`src/rtl/sap1_pkg.sv`:
```
// Shared definitions for the SAP-1 program-loading blocks.
//
// Contents:
//   ADDR_W_DEF / DATA_W_DEF : default RAM address and word widths
//   estado_e                : loader state codes (also visible on the debug port)
//   prox_pos_escrita        : state that follows a completed write (and verify)
package sap1_pkg;

  localparam int ADDR_W_DEF = 4;
  localparam int DATA_W_DEF = 8;

  typedef enum logic [2:0] {
    OCIOSO   = 3'd0,
    ESCREVE  = 3'd1,
    VERIFICA = 3'd2,
    CHEIO    = 3'd3,
    EXECUTA  = 3'd4
  } estado_e;

  // A run request seen while a word is in flight goes straight to EXECUTA,
  // never back through OCIOSO. Otherwise CHEIO once the RAM is full.
  function automatic estado_e prox_pos_escrita(input logic run, input logic cheio);
    estado_e prox;
    if (run) begin
      prox = EXECUTA;
    end else if (cheio) begin
      prox = CHEIO;
    end else begin
      prox = OCIOSO;
    end
    return prox;
  endfunction

endpackage

```
`src/rtl/sap1_sincronizador.sv`:
```
// Two-flop synchroniser for signals arriving from outside the clk_in domain.
// Each bit is synchronised independently; only use W>1 for bits that are
// independent of each other (no multi-bit coherency is provided).
//
// Ports:
//   clk_in           : destination clock, rising edge
//   limpar_iniciar_n : asynchronous active-low reset, clears both stages
//   d_in  [W-1:0]    : asynchronous input
//   q_out [W-1:0]    : synchronised output, two clk_in edges after d_in
module sap1_sincronizador #(
  parameter int W = 1
) (
  input  logic         clk_in,
  input  logic         limpar_iniciar_n,
  input  logic [W-1:0] d_in,
  output logic [W-1:0] q_out
);

  logic [W-1:0] meta_d, meta_q;
  logic [W-1:0] sinc_d, sinc_q;

  always_comb begin
    meta_d = d_in;
    sinc_d = meta_q;
  end

  always_ff @(posedge clk_in or negedge limpar_iniciar_n) begin
    if (!limpar_iniciar_n) begin
      meta_q <= '0;
      sinc_q <= '0;
    end else begin
      meta_q <= meta_d;
      sinc_q <= sinc_d;
    end
  end

  assign q_out = sinc_q;

endmodule

```
`src/rtl/sap1_carregador_ram.sv`:
```
// Program loader for the SAP-1 program RAM.
//
// In programming mode (run_prog=0) words offered on dado_valido/dado_in are
// written to consecutive RAM addresses starting at 0. In execution mode
// (run_prog=1) the CPU address drives the RAM and every write is blocked.
//
// Optional build macro: CARREGADOR_VERIFICA_EN adds a read-back state
// (VERIFICA) after each write and a sticky erro_verificacao flag.
//
// Handshake: a word transfers on a rising clk_in edge where dado_valido and
// dado_pronto are both high. dado_in is sampled only on that edge; the source
// must hold dado_valido until it sees dado_pronto and may change dado_in at
// any other time.
//
// Ports:
//   clk_in, limpar_iniciar_n : clock (rising) and async active-low reset
//   run_prog                 : 0 = program, 1 = execute (asynchronous input)
//   dado_valido, dado_in     : source word and its valid
//   dado_pronto              : loader ready for a word
//   cpu_end                  : CPU address, routed to ram_end in EXECUTA
//   ram_end, ram_dado, ram_we: RAM address, write data, write strobe
//   ram_dado_lido            : RAM read data (verify build only)
//   cpu_executar             : CPU owns the RAM
//   palavras                 : words loaded, 0..2**ADDR_W
//   erro_overflow            : sticky, word offered while full
//   erro_verificacao         : sticky, read-back mismatch (0 without macro)
//   estado                   : current state code, for debug
module sap1_carregador_ram
  import sap1_pkg::*;
#(
  parameter int ADDR_W = ADDR_W_DEF,
  parameter int DATA_W = DATA_W_DEF
) (
  input  logic              clk_in,
  input  logic              limpar_iniciar_n,
  input  logic              run_prog,
  input  logic              dado_valido,
  input  logic [DATA_W-1:0] dado_in,
  output logic              dado_pronto,
  input  logic [ADDR_W-1:0] cpu_end,
  output logic [ADDR_W-1:0] ram_end,
  output logic [DATA_W-1:0] ram_dado,
  output logic              ram_we,
  input  logic [DATA_W-1:0] ram_dado_lido,
  output logic              cpu_executar,
  output logic [ADDR_W:0]   palavras,
  output logic              erro_overflow,
  output logic              erro_verificacao,
  output logic [2:0]        estado
);

  localparam logic [ADDR_W:0]   DEPTH   = {1'b1, {ADDR_W{1'b0}}};
  localparam logic [ADDR_W:0]   PAL_UM  = 1;
  localparam logic [ADDR_W-1:0] PTR_UM  = 1;

  logic run_s;

  sap1_sincronizador #(.W(1)) u_sinc_run (
    .clk_in           (clk_in),
    .limpar_iniciar_n (limpar_iniciar_n),
    .d_in             (run_prog),
    .q_out            (run_s)
  );

  estado_e           state_d, state_q;
  logic [ADDR_W-1:0] ptr_d, ptr_q;
  logic [ADDR_W:0]   palavras_d, palavras_q;
  logic [ADDR_W-1:0] ram_end_d, ram_end_q;
  logic [DATA_W-1:0] ram_dado_d, ram_dado_q;
  logic              ram_we_d, ram_we_q;
  logic              pronto_d, pronto_q;
  logic              exec_d, exec_q;
  logic              ovf_d, ovf_q;
  logic              handshake;
  logic [ADDR_W:0]   palavras_inc;

`ifdef CARREGADOR_VERIFICA_EN
  logic ver_d, ver_q;
`else
  logic unused_lido;
  assign unused_lido = ^ram_dado_lido;
`endif

  // pronto_q says "next cycle is OCIOSO"; run_s is ANDed in combinationally so
  // a run request blocks the handshake in the very cycle it is seen.
  assign dado_pronto  = pronto_q & ~run_s;
  assign handshake    = dado_valido & dado_pronto;
  assign palavras_inc = palavras_q + PAL_UM;

  always_comb begin
    state_d    = state_q;
    ptr_d      = ptr_q;
    palavras_d = palavras_q;
    ram_end_d  = ram_end_q;
    ram_dado_d = ram_dado_q;
    ovf_d      = ovf_q;
`ifdef CARREGADOR_VERIFICA_EN
    ver_d      = ver_q;
`endif

    case (state_q)
      OCIOSO: begin
        if (run_s) begin
          state_d = EXECUTA;
        end else if (handshake) begin
          ram_dado_d = dado_in;
          ram_end_d  = ptr_q;
          state_d    = ESCREVE;
        end
      end

      ESCREVE: begin
        ptr_d      = ptr_q + PTR_UM;
        palavras_d = palavras_inc;
`ifdef CARREGADOR_VERIFICA_EN
        state_d    = VERIFICA;
`else
        state_d    = prox_pos_escrita(run_s, palavras_inc == DEPTH);
`endif
      end

`ifdef CARREGADOR_VERIFICA_EN
      // ram_end still holds the written address; the synchronous RAM
      // presents that word on ram_dado_lido during this cycle.
      VERIFICA: begin
        if (ram_dado_lido != ram_dado_q) begin
          ver_d = 1'b1;
        end
        state_d = prox_pos_escrita(run_s, palavras_q == DEPTH);
      end
`endif

      CHEIO: begin
        if (dado_valido) begin
          ovf_d = 1'b1;
        end
        if (run_s) begin
          state_d = EXECUTA;
        end
      end

      EXECUTA: begin
        if (!run_s) begin
          state_d    = OCIOSO;
          ptr_d      = '0;
          palavras_d = '0;
          ram_end_d  = '0;
          ovf_d      = 1'b0;
`ifdef CARREGADOR_VERIFICA_EN
          ver_d      = 1'b0;
`endif
        end
      end

      default: begin
        state_d = OCIOSO;
      end
    endcase

    // Outputs registered from the next state so they line up with state_q.
    ram_we_d = (state_d == ESCREVE);
    pronto_d = (state_d == OCIOSO);
    exec_d   = (state_d == EXECUTA);
  end

  always_ff @(posedge clk_in or negedge limpar_iniciar_n) begin
    if (!limpar_iniciar_n) begin
      state_q    <= OCIOSO;
      ptr_q      <= '0;
      palavras_q <= '0;
      ram_end_q  <= '0;
      ram_dado_q <= '0;
      ram_we_q   <= 1'b0;
      pronto_q   <= 1'b0;
      exec_q     <= 1'b0;
      ovf_q      <= 1'b0;
`ifdef CARREGADOR_VERIFICA_EN
      ver_q      <= 1'b0;
`endif
    end else begin
      state_q    <= state_d;
      ptr_q      <= ptr_d;
      palavras_q <= palavras_d;
      ram_end_q  <= ram_end_d;
      ram_dado_q <= ram_dado_d;
      ram_we_q   <= ram_we_d;
      pronto_q   <= pronto_d;
      exec_q     <= exec_d;
      ovf_q      <= ovf_d;
`ifdef CARREGADOR_VERIFICA_EN
      ver_q      <= ver_d;
`endif
    end
  end

  // The CPU address bypasses the register so MAR changes reach the RAM
  // in the same cycle.
  assign ram_end       = exec_q ? cpu_end : ram_end_q;
  assign ram_dado      = ram_dado_q;
  assign ram_we        = ram_we_q;
  assign cpu_executar  = exec_q;
  assign palavras      = palavras_q;
  assign erro_overflow = ovf_q;
  assign estado        = state_q;
`ifdef CARREGADOR_VERIFICA_EN
  assign erro_verificacao = ver_q;
`else
  assign erro_verificacao = 1'b0;
`endif

endmodule

```
`config.mk`:
```
export PLATFORM = sky130hd
export DESIGN_NAME = sap1_carregador_ram
export DESIGN_NICKNAME = d
export VERILOG_FILES = /design/src/rtl/sap1_pkg.sv /design/src/rtl/sap1_sincronizador.sv /design/src/rtl/sap1_carregador_ram.sv
export SDC_FILE = /design/constraint.sdc
export NUM_CORES = 1
export LEC_CHECK = 0
export CORE_MARGIN = 2
export CORE_UTILIZATION = 48
export DETAILED_ROUTE_END_ITERATION = 6
export PLACE_DENSITY = 0.95
export SETUP_SLACK_MARGIN = 0.1
export SLEW_MARGIN = 25
export SYNTH_ARGS = -nofsm -noshare
export SYNTH_HDL_FRONTEND = slang
export SYNTH_SLANG_ARGS = --single-unit
```
`constraint.sdc`:
```
create_clock -name clk_in -period 2.7 [get_ports clk_in]
set_input_delay 0.54 -clock clk_in [delete_from_list [all_inputs] [get_ports clk_in]]
set_output_delay 0.54 -clock clk_in [all_outputs]
set_load 0.1 [all_outputs]
```
After elaboration in Yosys (flattened, before gate mapping):

Cells that the tools add are included.

* output and inout port bits: 25
* ROM bits: 0
* bits in registers: 30
* bits of input ports: 24
* bits in writable memories: 0
* bits in latches: 0
* memories kept: 0

* multiplexer cells: 18
* add/sub/neg operators: 2
* multipliers: 0
* bitwise operators: 3
* equal/unequal tests: 10
* reduce and logical (&&, ||, !) cells: 9
* order comparisons: 0
* shifts and indexed selects: 0
* divide/modulo/power cells: 0

Operators by type and width (count)
* $mux 4: 4
* $pmux 4 s2: 2
* $mux 3: 5
* $pmux 3 s4: 1
* $pmux 5 s2: 1
* $ne 2x2->1 const B: 4
* $eq 3x1->1 const B: 2
* $eq 3x3->1 const B: 2
* $logic_not 3->1: 2
* $reduce_and 3->1: 2
* $reduce_bool 2->1: 3
* $add 5x1->5 const B: 1
* $eq 5x5->1 const B: 1
* $mux 5: 1
* $add 4x1->4 const B: 1
* $reduce_and 4->1: 1
* $eq 3x2->1 const B: 1
* $and 1x1->1: 2
* $mux 1: 2
* $mux 2: 1
* $pmux 1 s2: 1
* $reduce_and 2->1: 1
* $not 1->1: 1

Longest topological paths before layout:

* depth after elaboration: 7
* gate-level depth with buffers: 6
* gate-level depth less buffers: 5

Cells and area by module:

From an unflattened synthesis, not the netlist that was laid out.

* cell total of the unflattened synthesis: 135
* area, all modules: 1463.9 um^2

Modules (own cells, without submodules)
* sap1_carregador_ram: cells each 133, area each 1413.9 um^2, times used 1, sequential area each 700.7 um^2
* sap1_sincronizador: cells each 2, area each 50.0 um^2, times used 1, sequential area each 50.0 um^2

Worst setup path before layout:

OpenSTA, ideal clock, no wires.

* kind: reg-to-output
* from: reg exec_q, in the netlist cpu_executar
* to: out ram_end[0]
* buffers on the path: 0
* data arrival time: 1.625 ns
* setup slack: 0.535 ns
* stages on the path, launching flop included: 2
* data required time: 2.160 ns
* cells stage by stage: dfrtp_1 > mux2_2

* word-level cells in the longest chain between the ends: 1

RTL lines
* from (decl): RTL line sap1_carregador_ram.sv:72 `logic exec_d, exec_q;`
* from (signal assigned): RTL line sap1_carregador_ram.sv:175 `exec_q <= 1'b0;`
* from (signal assigned): RTL line sap1_carregador_ram.sv:188 `exec_q <= exec_d;`
* $mux 4: RTL line sap1_carregador_ram.sv:198 `assign ram_end = exec_q ? cpu_end : ram_end_q;`
* to (decl): RTL line sap1_carregador_ram.sv:41 `output logic [ADDR_W-1:0] ram_end,`

Every way passes these cells.

Worst setup path after layout:

* from: reg state_q[2], in the netlist estado[2]
* to: out estado[2]

RTL lines
* from (decl): RTL line sap1_carregador_ram.sv:65 `estado_e state_d, state_q;`
* from (signal assigned): RTL line sap1_carregador_ram.sv:181 `state_q <= state_d;`
* to (decl): RTL line sap1_carregador_ram.sv:49 `output logic [2:0] estado`

No word-level cell between the ends.

==> impl_metrics.env <==
export IMPL_crit_buf_inv=1
export IMPL_power_density_nw_per_um2=717
export IMPL_die_w_um=59.4
export IMPL_routed_wl_um=3020
export IMPL_slowest_delay_ns=0.80
export IMPL_peakVddDrop_v=0.000336
export IMPL_status="finished clean"
export IMPL_dr_total_vias=1108
export IMPL_drtAntennaViolNets=0
export IMPL_io_pins=49
export IMPL_cts_resized=0
export IMPL_cts_setup_buffers=0
export IMPL_yosysTopAreaCell="dfrtp_1"
export IMPL_final_area_um2=1890
export IMPL_grt_antenna_before_repair=0
export IMPL_dp_hpwl_um=2250
export IMPL_viasPerCell=5.38
export IMPL_async_flop_share_pct=100
export IMPL_clock_sinks=30
export IMPL_crit_family="flip-flops"
export IMPL_synth_nets=161
export IMPL_overflow=0
export IMPL_drcViolationCount=0
export IMPL_syn_inst=134
export IMPL_required_ns=2.16
export IMPL_syn_to_final_growth_pct=28.4
export IMPL_ys_warnings_count=0
export IMPL_min_period_ns=2.09
export IMPL_cts_root_buf="clkbuf_4"
export IMPL_skew_ns=0.0131
export IMPL_hold_buffers=0
export IMPL_insertion_delay_ns=0.34
export IMPL_power_total_mw=1.36
export IMPL_worstPathCellList="buf_4"
export IMPL_cts_buffers=5
export IMPL_ys_flop_type="dfrtp_1"
export IMPL_cp_end_kind="primary output"
export IMPL_cts_buffer_depth=2
export IMPL_synth_common_cells="30 x dfrtp_1, 23 x nand2_1, 9 x mux2_4"
export IMPL_wl_per_cell_um=14.6
export IMPL_ys_seq_elements=30
export IMPL_setup_tns_ns=0
export IMPL_setup_viol=0
export IMPL_met2_usage_pct=31.2
export IMPL_slew_viol_final=0
export IMPL_insertedDiodeCount=0
export IMPL_clk_pin_slew_ns=0.09
export IMPL_start_util_pct=49.5
export IMPL_htreeDepth=2
export IMPL_fin_nets=199
export IMPL_fmax_mhz=478
export IMPL_grt_pass1_vias=1113
export IMPL_p_leak_nw=0.910
export IMPL_yosysUniqueCellTypes=37
export IMPL_relSlewSlack_pct=50.9
export IMPL_hold_viol=0
export IMPL_synth_edf_count=0
export IMPL_rsz0062_at_grt="no"
export IMPL_worst_ep_arrival_time_ns=1.55
export IMPL_place_gp_congestion=0.769
export IMPL_synth_area_leaders="dfrtp_1 51%, mux2_4 9.2%, nand2_1 5.9%, mux2_2 3.1%, xor2_1 3.0%"
export IMPL_startpoint_type="register"
export IMPL_yosysMostFrequentCell="dfrtp_1"
export IMPL_grt_start_max_net_pins=31
export IMPL_top_usage_layer="met2"
export IMPL_firstDrtPassIters=4
export IMPL_die_h_um=59.4
export IMPL_worst_slew_pin_slew_ns=0.735
export IMPL_drive_gt1_share_pct=28.3
export IMPL_port_buffers=39
export IMPL_initialDrtViolationCount=37
export IMPL_fin_crit_sh_pct=77.5
export IMPL_fill_cells=234
export IMPL_syn_avg_cell_area_um2=11.0
export IMPL_multiInputGateArea_um2=646
export IMPL_gr_usage_all_layers_pct=18.9
export IMPL_hp_class="register to register"
export IMPL_worstPathMaxFanout=24
export IMPL_synth_top_area_share_pct=50.9
export IMPL_placed_cell_area_um2=1830
export IMPL_cap_violations=0
export IMPL_regArea_um2=751
export IMPL_synth_seq_area_share_pct=50.9
export IMPL_path_class="register to primary output"
export IMPL_die_area_um2=3530
export IMPL_slowest_stage="dfrtp_1"
export IMPL_coreArea_um2=2980
export IMPL_syn_cell_area_um2=1470
export IMPL_fp_row_count=20
export IMPL_use_met3_pct=7.42
export IMPL_grtUsageMet1_pct=21.2
export IMPL_cts_tree="built"
export IMPL_grt_pass1_wl_um=4890
==> power breakdown <==
| part | switching (mW) | internal, mW | total (mW) |
|---|---|---|---|
| clock network | 0.155 | 0.126 | 0.281 |
| logic | 0.403 | 0.146 | 0.548 |
| registers | 0.0353 | 0.493 | 0.528 |
==> per-layer routing <==
layer	share of wire [%]	wire (µm)
met5	0	0
met4	1.9	58
met3	6.7	201
met2	53	1610
met1	38	1150
==> per-stage QoR <==
stage	setup WS (ns)	hold WS, ns	cells	util (%)
after detailed placement	0.471	0.350	198	61.6
after CTS	0.592	0.380	206	63.6
after global routing	0.500	0.392	206	63.6
after floorplan	0.535	0.244	134	-
final	0.609	0.378	206	63.6
after global placement	0.512	0.332	198	61.6
==> state kept, by name (all words and copies together) (netlist names) <==
name,count
ram_dado,8
palavras,5
ptr_q,4
ram_end_q,4
estado,3
cpu_executar,1
erro_overflow,1
pronto_q,1
ram_we,1
u_sinc_run.meta_q,1
u_sinc_run.q_out,1
==> path summary, 6_finish.rpt <==
path,start,endpoint,slack [ns],cells after the start
worst max-delay path,estado[2]$_DFF_PN0_,estado[2],0.61,1
worst min register to register,u_sinc_run.meta_q$_DFF_PN0_,u_sinc_run.q_out$_DFF_PN0_,0.38,0
worst min-delay path,u_sinc_run.meta_q$_DFF_PN0_,u_sinc_run.q_out$_DFF_PN0_,0.38,0
max in group asynchronous,limpar_iniciar_n,palavras[3]$_DFFE_PN0P_,1.83,2
min in group asynchronous,limpar_iniciar_n,palavras[0]$_DFFE_PN0P_,0.59,2
worst max register to register,estado[2]$_DFF_PN0_,ram_dado[5]$_DFFE_PN0P_,0.75,3
==> cell type report <==
| cell class | count | share of cell area (%) |
|---|---|---|
| tap | 33 | 2.18 |
| timing repair buffer | 40 | 20.5 |
| sequential | 30 | 39.7 |
| clock buffer | 7 | 2.91 |
| multi-input combinational | 93 | 34.1 |
| inverter | 2 | 0.397 |
| clock inverter | 1 | 0.264 |
==> kinds of logic after synthesis <==
family | after synthesis | share of synthesized area (%)
AO/OA/AOI/OAI | 23 | 10.5
XOR/XNOR | 6 | 3.57
adder cells (fa/ha/maj) | 3 | 2.55
buffers and inverters | 11 | 5.26
flip-flops | 30 | 50.9
multiplexers | 13 | 12.2
other | 1 | 0.254
AND/OR/NAND/NOR | 47 | 14.7
==> layout by cell type, fill, tap and decap left out, types with 5 or more instances in the layout <==
cell type / synthesis / layout
xor2_1: 5 / 5
nand3_1: 6 / 6
nor2_1: 6 / 6
clkdlybuf4s50_1: 0 / 15
nand2_1: 23 / 23
buf_4: 3 / 21
clkbuf_4: 0 / 5
a21oi_1: 5 / 5
mux2_4: 9 / 9
dfrtp_1: 30 / 30
Power figures use the tool's default switching activity.
